`src/rtl/sobel_hls_deadlock_pkg.sv`:
```
// Shared definitions for the sobel deadlock reporter: FSM encodings and default sizing.
package sobel_hls_deadlock_pkg;

  typedef enum logic [1:0] {
    ST_IDLE     = 2'd0,
    ST_ARMED    = 2'd1,
    ST_DETECTED = 2'd2,
    ST_HOLD     = 2'd3
  } state_e;

  localparam int DEF_THRESHOLD  = 1024;
  localparam int DEF_CNT_W      = 16;
  localparam int DEF_EVT_W      = 8;
  localparam int SOBEL_NUM_AXIS = 3;
  localparam int SOBEL_NUM_INST = 3;

endpackage

```
`src/rtl/sobel_hls_sat_counter.sv`:
```
// Saturating up-counter with synchronous clear; clear has priority over increment.
module sobel_hls_sat_counter #(
  parameter int W = 8
) (
  input  logic         clock,
  input  logic         reset,
  input  logic         inc,
  input  logic         clr,
  output logic [W-1:0] cnt
);

  logic [W-1:0] cnt_q, cnt_d;

  always_comb begin
    cnt_d = cnt_q;
    if (clr) begin
      cnt_d = '0;
    end else if (inc && (cnt_q != {W{1'b1}})) begin
      cnt_d = cnt_q + W'(1);
    end
  end

  always_ff @(posedge clock) begin
    if (reset) begin
      cnt_q <= '0;
    end else begin
      cnt_q <= cnt_d;
    end
  end

  assign cnt = cnt_q;

endmodule

```
`src/rtl/sobel_hls_deadlock_reporter.sv`:
```
// Qualifies the monitor's block signal for persistence, snapshots the stall signature and
// delivers it once over a valid/ready port; keeps a sticky flag and a saturating event count.
module sobel_hls_deadlock_reporter
  import sobel_hls_deadlock_pkg::*;
#(
  parameter int THRESHOLD = DEF_THRESHOLD,
  parameter int CNT_W     = DEF_CNT_W,
  parameter int EVT_W     = DEF_EVT_W,
  parameter int NUM_AXIS  = SOBEL_NUM_AXIS,
  parameter int NUM_INST  = SOBEL_NUM_INST
) (
  input  logic                clock,
  input  logic                reset,
  input  logic                enable,
  input  logic                block,
  input  logic [NUM_AXIS-1:0] axis_block_sigs,
  input  logic [NUM_INST-1:0] inst_idle_sigs,
  input  logic                clear,
  output logic                rpt_valid,
  input  logic                rpt_ready,
  output logic [NUM_AXIS-1:0] rpt_axis_mask,
  output logic [NUM_INST-1:0] rpt_idle_mask,
  output logic [CNT_W-1:0]    stall_cycles,
  output logic                deadlock_flag,
  output logic [EVT_W-1:0]    deadlock_events
);

  state_e              state_q, state_d;
  logic                rpt_valid_q, rpt_valid_d;
  logic                flag_q, flag_d;
  logic [NUM_AXIS-1:0] axis_q, axis_d;
  logic [NUM_INST-1:0] idle_q, idle_d;
  logic                detect, stall_inc, stall_clr, handshake;
  logic [CNT_W:0]      stall_nxt;

  // One extra bit so the threshold compare cannot alias on a full counter.
  assign stall_nxt = {1'b0, stall_cycles} + (CNT_W + 1)'(1);
  assign handshake = rpt_valid_q & rpt_ready;

  always_comb begin
    state_d   = state_q;
    detect    = 1'b0;
    stall_inc = 1'b0;
    stall_clr = 1'b0;
    case (state_q)
      ST_IDLE: begin
        if (enable && block) begin
          stall_inc = 1'b1;
          if (THRESHOLD == 1) begin
            detect  = 1'b1;
            state_d = ST_DETECTED;
          end else begin
            state_d = ST_ARMED;
          end
        end else begin
          stall_clr = 1'b1;
        end
      end
      ST_ARMED: begin
        if (enable && block) begin
          stall_inc = 1'b1;
          if (stall_nxt == (CNT_W + 1)'(THRESHOLD)) begin
            detect  = 1'b1;
            state_d = ST_DETECTED;
          end
        end else begin
          stall_clr = 1'b1;
          state_d   = ST_IDLE;
        end
      end
      ST_DETECTED: begin
        stall_inc = block;
        stall_clr = ~block;
        if (handshake) state_d = ST_HOLD;
      end
      ST_HOLD: begin
        if (block) begin
          stall_inc = 1'b1;
        end else begin
          stall_clr = 1'b1;
          state_d   = ST_IDLE;
        end
      end
      default: state_d = ST_IDLE;
    endcase
  end

  // Report, flag and snapshot next-state; detection beats both handshake and clear.
  always_comb begin
    rpt_valid_d = rpt_valid_q;
    flag_d      = flag_q;
    axis_d      = axis_q;
    idle_d      = idle_q;
    if (handshake) rpt_valid_d = 1'b0;
    if (clear)     flag_d      = 1'b0;
    if (detect) begin
      rpt_valid_d = 1'b1;
      flag_d      = 1'b1;
      axis_d      = axis_block_sigs;
      idle_d      = inst_idle_sigs;
    end
  end

  always_ff @(posedge clock) begin
    if (reset) begin
      state_q     <= ST_IDLE;
      rpt_valid_q <= 1'b0;
      flag_q      <= 1'b0;
      axis_q      <= '0;
      idle_q      <= '0;
    end else begin
      state_q     <= state_d;
      rpt_valid_q <= rpt_valid_d;
      flag_q      <= flag_d;
      axis_q      <= axis_d;
      idle_q      <= idle_d;
    end
  end

  sobel_hls_sat_counter #(.W(CNT_W)) u_stall_cnt (
    .clock (clock),
    .reset (reset),
    .inc   (stall_inc),
    .clr   (stall_clr),
    .cnt   (stall_cycles)
  );

  sobel_hls_sat_counter #(.W(EVT_W)) u_event_cnt (
    .clock (clock),
    .reset (reset),
    .inc   (detect),
    .clr   (1'b0),
    .cnt   (deadlock_events)
  );

  assign rpt_valid     = rpt_valid_q;
  assign deadlock_flag = flag_q;
  assign rpt_axis_mask = axis_q;
  assign rpt_idle_mask = idle_q;

endmodule

```
`config.mk`:
```
export PLATFORM = sky130hd
export DESIGN_NAME = sobel_hls_deadlock_reporter
export DESIGN_NICKNAME = d
export VERILOG_FILES = /design/src/rtl/sobel_hls_deadlock_pkg.sv /design/src/rtl/sobel_hls_sat_counter.sv /design/src/rtl/sobel_hls_deadlock_reporter.sv
export SDC_FILE = /design/constraint.sdc
export NUM_CORES = 1
export LEC_CHECK = 0
export CORE_AREA = 2 2 72 57
export DETAILED_ROUTE_END_ITERATION = 8
export DIE_AREA = 0 0 74 59
export GPL_TIMING_DRIVEN = 0
export PLACE_DENSITY_LB_ADDON = 0.05
export SETUP_SLACK_MARGIN = 0.4
export SLEW_MARGIN = 20
export SYNTH_ARGS = -nofsm -noshare
export SYNTH_HDL_FRONTEND = slang
export SYNTH_SLANG_ARGS = --single-unit
```
`constraint.sdc`:
```
create_clock -name clock -period 5.1 [get_ports clock]
set_input_delay 1.02 -clock clock [delete_from_list [all_inputs] [get_ports clock]]
set_output_delay 1.02 -clock clock [all_outputs]
set_load 0.005 [all_outputs]
```
; ---- Word level (Yosys, flattened, before mapping)
; Index checks and enable logic that the tools add are counted.
[totals]
reg_bits = 34
inputBits = 12
elab_cells = 50
[classes]
n_addsub = 3
n_eq_ne = 10
n_mux = 19
bitwise_logic = 2
n_reduce_logical = 9
[op_table]
columns = cell, count
row1 = 16-bit by 1-bit adder with 17-bit output (second input constant), 1
row2 = 17-bit by 11-bit == test with 1-bit output (second input constant), 1
row3 = 16-bit by 1-bit adder with 16-bit output (second input constant), 1
row4 = 16-bit != test (second input constant), 1
row5 = 1-bit two-way mux, 11
row6 = 2-bit two-way mux, 5
row7 = 8-bit by 1-bit adder with 8-bit output (second input constant), 1
row8 = 8-bit != test (second input constant), 1
row9 = 2-bit one-hot mux with 4 select lines, 1
row10 = 2-bit != test (second input constant), 3
row11 = 1-bit one-hot mux with 3 select lines, 2
row12 = 2-bit == test (second input constant), 2
row13 = 4-bit AND reduction, 1
row14 = 2-bit nonzero test, 2
row15 = 2-bit OR reduction, 2
row16 = 1-bit logical AND, 3
row17 = 3-bit != test (second input constant), 1
row18 = 2-bit by 1-bit == test with 1-bit output (second input constant), 1
row19 = 2-bit zero test, 1
row20 = 1-bit bitwise AND, 1
row21 = 1-bit inverter, 1

; ---- Depth between registers and ports, before layout
; Gate-level depths: netlist (run 1).
[logic_depth]
depth_word = 6
mapped_depth = 8

; ---- By module
; Synthesis (run 1) repeated with hierarchy kept, for this count alone.
[unflattened]
cells_unflattened = 210
hier_area_um2 = 1850.5
[by_module_without_submodules]
columns = module, instances, cells_per_inst, area_each_um2, seq_area_each_um2
row1 = sobel_hls_sat_counter (u_stall_cnt), 1, 102, 917.1, 320.3
row2 = sobel_hls_deadlock_reporter, 1, 61, 498.0, 200.2
row3 = sobel_hls_sat_counter (u_event_cnt), 1, 47, 435.4, 160.2

; ---- Least setup slack after synthesis (run 1)
; No wires, ideal clock.
[synth_path]
kind = input -> register
from = input block
to = register u_event_cnt.cnt_q[7], in the netlist u_event_cnt.cnt[7]
setup_ps = 116
arrival_ps = 2321
t_required_ps = 4984
slack_ps = 2663
cell_stages = 6
path_buffers = 1
cell_sequence = nand2_1 nor2_1 clkbuf_1 o211ai_1 or4_1 o211a_1
[synth_via]
elab_chain_len = 4
[synth_lines]
columns = item, line
row1 = from (decl), sobel_hls_deadlock_reporter.sv:15  ; input logic block,
row2 = 1-bit logical AND, sobel_hls_deadlock_reporter.sv:60  ; if (enable && block) begin
row3 = 1-bit two-way mux, sobel_hls_deadlock_reporter.sv:60
row4 = 1-bit two-way mux, sobel_hls_deadlock_reporter.sv:45  ; case (state_q)
row5 = 1-bit logical AND, sobel_hls_sat_counter.sv:18  ; end else if (inc && (cnt_q != {W{1'b1}})) begin
row6 = to (signal assigned), sobel_hls_sat_counter.sv:27  ; cnt_q <= cnt_d;
row7 = to (decl), sobel_hls_sat_counter.sv:12  ; logic [W-1:0] cnt_q, cnt_d;
; Every way passes these cells.
; A chain may end at the register's enable or synchronous reset.

; ---- Worst setup path after layout (run 1)
; Same ends and word-level chain as after synthesis.

==> summary.md, run 1 <==
| Metric | Value |
|---|---|
| Die Y | 59 µm |
| Outcome | finished, final reports clean |
| Total routed wirelength | 4680 µm |
| Top_reg_cell synth | dfxtp_1 |
| Async set-reset flop share out of synthesis | 0 |
| CP Data Arrival Time | 3.24 ns |
| Die X | 74 µm |
| Remaining global-route overflow | 0 |
| I/O Buffers | 42 |
| Overall Global Routing Usage | 0.233 |
| DRT iter0 DRCs | 127 |
| Power Dens Cells | 222 nW/µm² |
| Most used routing layer | met1 |
| Met1 usage | 0.363 |
| Layout Area Growth over Synthesis | 32.2% |
| FF/Latch Area | 681 µm² |
| Critical-path top delay cell | or4_1 |
| FP Rows | 19 |
| Post-DP HPWL | 3370 µm |
| Synth Instances | 221 |
| Final min period | 3.06 ns |
| Crit-path cells | clkdlybuf4s50_1 -> nand2_1 -> nor2_1 -> clkbuf_1 -> o211ai_1 -> or4_1 -> o211a_1 |
| Ant. Diodes | 0 |
| Filler cells | 318 |
| CP max stage delay | 0.60 ns |
| # IOs | 44 |
| Die Area | 4370 µm² |
| Synthesized area | 1850 µm² |
| Area of the multi-input gates | 1080 µm² |
| Endpoints failing setup | 0 |
| Layout cell share with drive strength beyond 1 | 0.0959 |
| Max Cap Viol | 0 |
| Vias | 1,820 |
| Final Wtd Congestion | 0.902 |
| Routed Antenna Nets | 0 |
| DR DRC count | 0 |
| Worst-case clock skew | 0.00527 ns |
| Grt met2 use | 0.314 |
| Worst slew pin tran | 0.734 ns |
| Vias per cell | 5.63 |
| H-Tree Level Count | 2 |
| Number of global-route vias before repair | 1,604 |
| Post-CTS Setup Bufs | 0 |
| Drt pass-1 iters | 4 |
| WL/cell | 14.5 µm |
| Worst-path clk slew | 0.07 ns |
| F_max | 327 MHz |
| Synthesized Nets | 235 |
| First-pass GRT wire length | 7750 µm |
| TNS Setup | 0 ns |
| Pin count of the biggest net entering global routing | 11 |
| Initial Utilization | 0.515 |
| EDFF count, synth | 0 |
| Core ar. | 3590 µm² |
| CTS max path bufs | 2 |
| Avg Inst Size Synth | 8.36 µm² |
| Critical Path End Type | flop |
| Maximum VDD drop | 0.178 mV |
| CTS Sinks | 34 |
| CTS tree | yes |
| Final hold violation count | 0 |
| NumNets Final | 284 |
| CP Max Fanout | 10 |
| Clock network latency to the later pin of the worst-skew pair | 0.29 ns |
| Leakage | 0.813 nW |
| Slew headroom | 0.510 |
| Sequential element share of the synthesized area | 0.368 |
| Fin. max-slew vios | 0 |
| PostCTS Resize Cnt | 0 |
| DP Worst Slack | 1.81 ns |
| Hold Crit Class | reg -> reg |
| CTS Buf Count | 5 |
| Cts-stage hold buffer count | 0 |
| Root buf cell | clkbuf_8 |
| Final WS setup | 2.04 ns |
| Final period utilization | 0.600 |
| Synthesis-stage register bit count | 34 |
| Worst setup SP type | primary input |
| RSZ-0062 raised after global routing | no |
| Yosys warning total | 0 |
| Met3 GRT Util | 0.0425 |
| Antenna violations before repair | 0 |
| Worst Path Required | 5.28 ns |
| Synth unique cells | 47 |
| Kind of critical path | in -> reg |
==> critical path: cells and delay by family <==
family	cells	cell delay, ns
buffers and inverters	2	0.90
AND/OR/NAND/NOR	3	0.82
AO/OA/AOI/OAI	2	0.51
==> where the power goes <==
part,switching (mW),internal [mW]
clock,0.0977,0.136
combinational,0.0176,0.0177
sequential,0.00466,0.268
==> sequential cells by signal, summed over array words and instances, names as in the netlist, named ones only <==
name,count
u_stall_cnt.cnt,16
rpt_valid,1
rpt_axis_mask,3
u_event_cnt.cnt,8
deadlock_flag,1
state_q,1
rpt_idle_mask,3
==> metal layers <==
layer,share of wire,routed length (µm)
met4,0.015,70
met1,0.52,2450
met3,0.066,311
met5,0,0
met2,0.39,1850
==> placed cells by master (no fill, tap or decap), types with 5 or more instances in the layout <==
cell type and instances:
clkbuf_8 8, buf_2 5, a21oi_1 25, nand4_1 9
dfxtp_1 34, clkbuf_1 8, and4_1 6, or4_1 5
o21ai_0 16, inv_1 6, xor2_1 6, nor2_1 13
nand3_1 17, clkdlybuf4s50_1 42, nand2_1 13, nor3_1 6
==> cell families after synthesis <==
logic type               Yosys count  share of synthesized area
AO/OA/AOI/OAI                     68                      0.242
XOR/XNOR                           9                     0.0427
adder cells (fa/ha/maj)            2                     0.0135
multiplexers                       2                     0.0108
AND/OR/NAND/NOR                   86                      0.275
buffers and inverters             20                     0.0481
flip-flops                        34                      0.368
==> cell type report <==
| cell class | count | share of cell area |
|---|---|---|
| Multi-Input combinational cell | 167 | 0.441 |
| Sequential cell | 34 | 0.279 |
| Timing Repair Buffer | 42 | 0.172 |
| Clock buffer | 8 | 0.0451 |
| Buffer | 14 | 0.0271 |
| Tap cell | 52 | 0.0266 |
| Inverter | 6 | 0.00922 |
==> final timing paths <==
check / startpoint / end / slack [ns] / depth (start not counted)
worst max-delay path: block / u_event_cnt.cnt[7]$_SDFFE_PP0P_ / 2.04 / 7
worst max register to register: u_stall_cnt.cnt[1]$_SDFFE_PP0P_ / u_event_cnt.cnt[5]$_SDFFE_PP0P_ / 2.35 / 8
worst min register to register: rpt_axis_mask[1]$_SDFFE_PP0P_ / rpt_axis_mask[1]$_SDFFE_PP0P_ / 0.47 / 2
worst min-delay path: rpt_axis_mask[1]$_SDFFE_PP0P_ / rpt_axis_mask[1]$_SDFFE_PP0P_ / 0.47 / 2
==> per-stage QoR <==
step | power (mW) | instance area [µm²] | utilization | hold WS [ns] | instances
finish | 0.542 | 2440 | 0.681 | 0.473 | 323
global route | 0.559 | 2440 | 0.681 | 0.487 | 323
CTS | 0.551 | 2440 | 0.681 | 0.477 | 323
detailed placement | 0.314 | 2330 | 0.650 | 0.467 | 315
global placement | 0.313 | 2330 | 0.650 | 0.459 | 315
floorplan | 0.295 | 1850 | - | 0.452 | 221
==> Yosys cell counts, types with 3 or more instances <==
library cell / instances / area (µm²)
dfxtp_1: 34 / 681
a21oi_1: 25 / 125
nand3_1: 17 / 85.1
o21ai_0: 16 / 80.1
nand2_1: 13 / 48.8
nor2_1: 13 / 48.8
nand4_1: 9 / 56.3
clkbuf_1: 8 / 30.0
and4_1: 6 / 52.6
inv_1: 6 / 22.5
nor3_1: 6 / 30.0
xor2_1: 6 / 52.6
buf_2: 5 / 25.0
or4_1: 5 / 37.5
o31ai_1: 4 / 30.0
nand2b_1: 3 / 18.8
o21a_1: 3 / 22.5
xnor2_1: 3 / 26.3
Power figures use the tool's default switching activity.
==> inputs of run 2 (changes only) <==
--- a/config.mk
+++ b/config.mk
@@ -5,9 +5,9 @@
 export SDC_FILE = /design/constraint.sdc
 export NUM_CORES = 1
 export LEC_CHECK = 0
-export CORE_AREA = 2 2 72 57
+export CORE_AREA = 2 2 74 59
 export DETAILED_ROUTE_END_ITERATION = 8
-export DIE_AREA = 0 0 74 59
+export DIE_AREA = 0 0 76 61
 export GPL_TIMING_DRIVEN = 0
 export PLACE_DENSITY_LB_ADDON = 0.05
 export SETUP_SLACK_MARGIN = 0.4
==> constraint.sdc (replaced) <==
create_clock -name clock -period 2.9 [get_ports clock]
set_input_delay 0.58 -clock clock [delete_from_list [all_inputs] [get_ports clock]]
set_output_delay 0.58 -clock clock [all_outputs]
set_load 0.005 [all_outputs]
==> run 2 against run 1 <==
Against the previous run:
- global-route usage down 1.2 points
- via count up 7.8%
- flip-flop and latch count unchanged
- routed wire length up 12%
==> summary.md, run 2 (synthesis gave the netlist of run 1 again) <==
| Metric | Value |
|---|---|
| Initial Utilization | 0.476 (was 0.515) |
| Routed Antenna Nets | 0 (unchanged) |
| Most frequent cells in the layout | clkdlybuf4s50_1 (42), a21oi_1 (25), dfxtp_1 (24) (was clkdlybuf4s50_1 (42), dfxtp_1 (34), a21oi_1 (25)) |
| DR DRC count | 0 (unchanged) |
| Root buf cell | clkbuf_8 (unchanged) |
| Reg-to-reg startpoint | u_stall_cnt.cnt[1]$_SDFFE_PP0P_ (unchanged) |
| Total routed wirelength | 5260 µm (was 4680 µm) |
| Final Wtd Congestion | 0.910 (was 0.902) |
| R2r setup slk | 0.50 ns (was 2.35 ns) |
| Worst Path Required | 3.12 ns (was 5.28 ns) |
| Endpoints failing setup | 0 (unchanged) |
| Layout Area Growth over Synthesis | 45.1% (was 32.2%) |
| Outcome | finished, final reports clean (unchanged) |
| Design area | 2680 µm² (was 2440 µm²) |
| Vias | 1,962 (was 1,820) |
| Worst slew pin tran | 0.689 ns (was 0.734 ns) |
| Worst setup SP type | flop (was primary input) |
| Die Area | 4640 µm² (was 4370 µm²) |
| Final hold violation count | 0 (unchanged) |
| Area of the multi-input gates | 1190 µm² (was 1080 µm²) |
| TNS Setup | 0 ns (unchanged) |
| Slew headroom | 0.541 (was 0.510) |
| Vias per cell | 5.80 (was 5.63) |
| Number of global-route vias before repair | 1,646 (was 1,604) |
| Layout Cells excl Fill | 338 (was 323) |
| CTS max path bufs | 2 (unchanged) |
| DRT iter0 DRCs | 141 (was 127) |
| Leakage | 0.903 nW (was 0.813 nW) |
| RSZ-0062 raised after global routing | no (unchanged) |
| Post-DP HPWL | 3430 µm (was 3370 µm) |
| Wl on met1 | 2600 µm (was 2450 µm) |
| I/O Buffers | 42 (unchanged) |
| Ant. Diodes | 0 (unchanged) |
| F_max | 416 MHz |
| Cell total after placement | 318 (was 315) |
| WHS Endpoint | rpt_axis_mask[2]$_SDFFE_PP0P_ (was rpt_axis_mask[1]$_SDFFE_PP0P_) |
| Met3 Routed Length | 368 µm (was 311 µm) |
| Fin Hold WS | 0.472 ns (was 0.473 ns) |
| WL/cell | 15.6 µm (was 14.5 µm) |
| Remaining global-route overflow | 0 (unchanged) |
| CTS Buf Count | 5 (unchanged) |
| Final WS setup | 0.497 ns (was 2.04 ns) |
| Kind of critical path | reg -> reg (was in -> reg) |
| Uppermost layer routed | met4 (unchanged) |
| NumNets Final | 296 (was 284) |
| Clock network latency to the later pin of the worst-skew pair | 0.29 ns (about the same) |
| Power Dens Cells | 361 nW/µm² (was 222 nW/µm²) |
| Metal2 WL | 2270 µm (was 1850 µm) |
| Maximum VDD drop | 0.220 mV (was 0.178 mV) |
| Worst-case clock skew | 0.00349 ns (was 0.00527 ns) |
| Tot Pwr | 0.968 mW (was 0.542 mW) |
| Filler cells | 326 (was 318) |
| Hold Crit Class | reg -> reg (unchanged) |
| CTS tree | yes (unchanged) |
| Max reg flops | 16 (unchanged) |
| FF/Latch Area | 698 µm² (was 681 µm²) |
| Die Y | 61 µm (was 59 µm) |
| Fin. max-slew vios | 0 (unchanged) |
| Antenna violations before repair | 0 (unchanged) |
| Pin count of the biggest net entering global routing | 11 (unchanged) |
| FF-to-FF path depth | 8 (unchanged) |
| Critical Path End Type | flop (unchanged) |
| Core ar. | 3880 µm² (was 3590 µm²) |
| Area post-placement | 2340 µm² (was 2330 µm²) |
| First-pass GRT wire length | 8090 µm (was 7750 µm) |
| Crit path launch | u_stall_cnt.cnt[1]$_SDFFE_PP0P_ (was block) |
| Final period utilization | 0.829 |
| H-Tree Level Count | 2 (unchanged) |
| Layout Utilization | 0.691 (was 0.681) |
| Worst hold stages | 2 (unchanged) |
| CP Data Arrival Time | 2.62 ns (was 3.24 ns) |
| FP Rows | 20 (was 19) |
| Max Cap Viol | 0 (unchanged) |
| R2r endpoint | u_event_cnt.cnt[4]$_SDFFE_PP0P_ (was u_event_cnt.cnt[5]$_SDFFE_PP0P_) |
| # IOs | 44 (unchanged) |
| Final min period | 2.40 ns |
| HP Start | rpt_axis_mask[2]$_SDFFE_PP0P_ (was rpt_axis_mask[1]$_SDFFE_PP0P_) |
| Overall Global Routing Usage | 0.221 (was 0.233) |
| Die X | 76 µm (was 74 µm) |
| Layout cell share with drive strength beyond 1 | 0.198 (was 0.0959) |
| Worst-path clk slew | 0.07 ns (about the same) |
| Most common cell after layout, fill and taps aside | clkdlybuf4s50_1 (unchanged) |
| CTS Sinks | 34 (unchanged) |
| CP Max Fanout | 10 (unchanged) |
| DP Worst Slack | 0.0432 ns (was 1.81 ns) |
| Drt pass-1 iters | 4 (unchanged) |
## run 2: how the worst max path moves through the flow
stage                                            endpoint  slack, ns  depth (start not counted)
after global placement    u_event_cnt.cnt[7]$_SDFFE_PP0P_       0.04                          7
after floorplan           u_event_cnt.cnt[4]$_SDFFE_PP0P_       0.47                          8
after detailed placement  u_event_cnt.cnt[7]$_SDFFE_PP0P_       0.04                          7
after CTS                 u_event_cnt.cnt[5]$_SDFFE_PP0P_       0.40                          8
final                     u_event_cnt.cnt[4]$_SDFFE_PP0P_       0.50                          8
after global routing      u_event_cnt.cnt[5]$_SDFFE_PP0P_       0.39                          8
## run 2: what timing repair did
| item | CTS | global route |
|---|---|---|
| hold buffers | 0 | 0 |
| cloned | 0 | 1 |
| resized for setup | 7 | 29 |
| endpoints found under the setup margin | 18 | 18 |
| buffers inserted | 1 | 10 |
| pin swaps | 0 | 4 |
## run 2: critical path, stage by stage, from the launching register on
cell     delay (ns)
dfxtp_4        0.40
ha_4           0.19
nand4_4        0.14
or4_4          0.53
a21oi_4        0.15
o21ai_2        0.10
buf_6          0.15
or4_1          0.51
a21oi_1        0.16
## run 2: power breakdown
part	switching, mW	internal, mW
sequential	0.00973	0.471
clock	0.177	0.240
combinational	0.0339	0.0364
## run 2: final cells by class
class | count | area share
multi-input cells | 168 | 0.442
flip-flops and latches | 34 | 0.260
repair buffers | 53 | 0.192
clock buffers | 8 | 0.0411
plain buffers | 14 | 0.0299
well taps | 55 | 0.0257
inverters | 6 | 0.00840
## run 2: metal layers
| layer | vias to the layer above | global-route usage |
|---|---|---|
| met5 | - | 0 |
| met4 | 0 | 0.0935 |
| met3 | 2 | 0.0476 |
| met2 | 76 | 0.305 |
| met1 | 924 | 0.333 |
| li1 | 960 | - |
==> inputs of run 3 (changes only) <==
--- a/config.mk
+++ b/config.mk
@@ -5,9 +5,9 @@
 export SDC_FILE = /design/constraint.sdc
 export NUM_CORES = 1
 export LEC_CHECK = 0
-export CORE_AREA = 2 2 74 59
+export CORE_AREA = 2 2 78 62
 export DETAILED_ROUTE_END_ITERATION = 8
-export DIE_AREA = 0 0 76 61
+export DIE_AREA = 0 0 80 64
 export GPL_TIMING_DRIVEN = 0
 export PLACE_DENSITY_LB_ADDON = 0.05
 export SETUP_SLACK_MARGIN = 0.4
==> constraint.sdc (replaced) <==
create_clock -name clock -period 2.1 [get_ports clock]
set_input_delay 0.42 -clock clock [delete_from_list [all_inputs] [get_ports clock]]
set_output_delay 0.42 -clock clock [all_outputs]
set_load 0.005 [all_outputs]
==> run 3 against run 2 <==
Against the previous run:
- count of clock-buffer cells in the layout shrank 3
- final cell count is 5.6% higher
- largest power group unchanged
- largest cell class unchanged
- maximum frequency increased by 4.9%
- die area up 10%
- the flow now finishes with violations (negative setup slack)
- combinational power grew 58%
- sequential power rose by 36%
- first-iteration DRC count fell by 16%
==> summary.md, run 3 (synthesis gave the netlist of run 1 again) <==
| Metric | Value |
|---|---|
| Overall Global Routing Usage | 0.214 (was 0.221) |
| Vias per cell | 5.58 (was 5.80) |
| Number of global-route vias before repair | 1,757 (was 1,646) |
| CTS Sinks | 34 (unchanged) |
| Layout Utilization | 0.708 (was 0.691) |
| CP Data Arrival Time | 2.51 ns (was 2.62 ns) |
| Most frequent cells in the layout | clkdlybuf4s50_1 (40), buf_4 (25), a21oi_1 (20), dfxtp_1 (20), nand3_1 (15) (was clkdlybuf4s50_1 (42), a21oi_1 (25), dfxtp_1 (24)) |
| Critical Path End Type | flop (unchanged) |
| Layout Area Growth over Synthesis | 65.2% (was 45.1%) |
| DR DRC count | 0 (unchanged) |
| Final Wtd Congestion | 0.818 (was 0.910) |
| Fin. max-slew vios | 0 (unchanged) |
| NumNets Final | 314 (was 296) |
| Kind of critical path | reg -> reg (unchanged) |
| WL/cell | 15.7 µm (was 15.6 µm) |
| Max Cap Viol | 0 (unchanged) |
| Worst Path Required | 2.32 ns (was 3.12 ns) |
| Leakage | 1.11 nW (was 0.903 nW) |
| RSZ-0062 raised after global routing | yes (was no) |
| Remaining global-route overflow | 0 (unchanged) |
| Most common cell after layout, fill and taps aside | clkdlybuf4s50_1 (unchanged) |
| H-Tree Level Count | 2 (unchanged) |
| Initial Utilization | 0.429 (was 0.476) |
| Reg-to-reg startpoint | u_stall_cnt.cnt[1]$_SDFFE_PP0P_ (unchanged) |
| Vias | 1,993 (was 1,962) |
| F_max | 437 MHz (was 416 MHz) |
| FP Rows | 21 (was 20) |
| Worst slew pin tran | 0.592 ns (was 0.689 ns) |
| Worst-case clock skew | 0.00626 ns (was 0.00349 ns) |
| Pin count of the biggest net entering global routing | 11 (unchanged) |
| TNS Setup | -1.39 ns (was 0 ns) |
| Violations in the final reports | negative setup slack |
| Final hold violation count | 0 (unchanged) |
| Hold Crit Class | reg -> reg (unchanged) |
| Post-DP HPWL | 3510 µm (was 3430 µm) |
| Die X | 80 µm (was 76 µm) |
| Outcome | finished, violations left (was finished, final reports clean) |
| CTS max path bufs | 2 (unchanged) |
| CTS Buf Count | 5 (unchanged) |
| Routed Antenna Nets | 0 (unchanged) |
| Layout cell share with drive strength beyond 1 | 0.357 (was 0.198) |
| CP Max Fanout | 6 (was 10) |
| Endpoints failing setup | 14 (was 0) |
| Clock network latency to the later pin of the worst-skew pair | 0.29 ns (about the same) |
| DRT iter0 DRCs | 119 (was 141) |
| Worst setup SP type | flop (unchanged) |
| Core ar. | 4310 µm² (was 3880 µm²) |
| Total routed wirelength | 5610 µm (was 5260 µm) |
| CTS tree | yes (unchanged) |
| Final WS setup | -0.191 ns (was 0.497 ns) |
| HP Start | rpt_idle_mask[1]$_SDFFE_PP0P_ (was rpt_axis_mask[2]$_SDFFE_PP0P_) |
| Die Y | 64 µm (was 61 µm) |
| Power Dens Cells | 400 nW/µm² (was 361 nW/µm²) |
| # IOs | 44 (unchanged) |
| Final min period | 2.29 ns (was 2.40 ns) |
| Ant. Diodes | 0 (unchanged) |
| Max reg flops | 16 (unchanged) |
| Filler cells | 344 (was 326) |
| Maximum VDD drop | 0.341 mV (was 0.220 mV) |
| Root buf cell | clkbuf_8 (unchanged) |
| Cts-stage hold buffer count | 0 (unchanged) |
| Worst-path clk slew | 0.07 ns (about the same) |
| First-pass GRT wire length | 8590 µm (was 8090 µm) |
| Die Area | 5120 µm² (was 4640 µm²) |
| Crit path launch | u_stall_cnt.cnt[1]$_SDFFE_PP0P_ (unchanged) |
| I/O Buffers | 42 (unchanged) |
| Drt pass-1 iters | 4 (unchanged) |
| Final period utilization | 1.09 (was 0.829) |
| Slew headroom | 0.605 (was 0.541) |
| Antenna violations before repair | 0 (unchanged) |
[run 3: where the power goes]
| part | leakage (nW) | switching (mW) | internal [mW] | total (mW) |
|---|---|---|---|---|
| Combinational | 0.782 | 0.0524 | 0.0587 | 0.111 |
| Clock | 0.0438 | 0.232 | 0.222 | 0.454 |
| Sequential | 0.284 | 0.0124 | 0.644 | 0.656 |
[run 3: worst paths after layout]
| kind | end | slack, ns | cells after the start |
|---|---|---|---|
| setup / recovery | u_event_cnt.cnt[5]$_SDFFE_PP0P_ | -0.19 | 9 |
| hold / removal | rpt_idle_mask[1]$_SDFFE_PP0P_ | 0.46 | 2 |
| setup reg to reg | u_event_cnt.cnt[5]$_SDFFE_PP0P_ | -0.19 | 9 |
| hold reg to reg | rpt_idle_mask[1]$_SDFFE_PP0P_ | 0.46 | 2 |
[run 3: metrics by stage]
stage               worst slack (ns)  area (µm²)  hold WS, ns  power, mW  cells
finish                        -0.191        3050        0.462       1.22    357
global route                  -0.270        3050        0.488       1.28    357
CTS                           -0.151        2770        0.486       1.23    343
detailed placement            -0.580        2410        0.469      0.761    320
global placement              -0.582        2410        0.458      0.761    320
floorplan                    -0.0767        1920        0.452      0.715    221
[run 3: final cells by class]
| type | count | area (µm²) | share of cell area |
|---|---|---|---|
| inverter | 6 | 22.5 | 0.00738 |
| clock inverter | 2 | 10.0 | 0.00328 |
| timing repair buffer | 72 | 682 | 0.223 |
| sequential | 34 | 718 | 0.235 |
| buffer | 14 | 129 | 0.0422 |
| clock buffer | 5 | 68.8 | 0.0225 |
| multi-input combinational | 167 | 1350 | 0.443 |
| tap | 57 | 71.3 | 0.0234 |
[run 3: timing repair]
item | in CTS | in global routing
endpoints found under the hold margin | 0 | 0
cloned | 1 | 0
pin swaps | 20 | 19
resized for setup | 47 | 43
buffers inserted | 15 | 14
setup endpoints to repair | 37 | 31
[run 3: metal layers]
layer | part of all wire | GRT usage
met1 | 0.47 | 0.319
met2 | 0.45 | 0.303
met3 | 0.072 | 0.0537
met4 | 0.0093 | 0.0636
met5 | 0 | 0
[run 3: critical path, stage by stage, from the launching register on]
cell	delay [ns]
dfxtp_4	0.38
buf_12	0.11
buf_4	0.10
nand4_1	0.11
nor3_1	0.31
o21a_2	0.27
o2111ai_4	0.16
buf_6	0.17
or4_4	0.48
a21oi_2	0.13
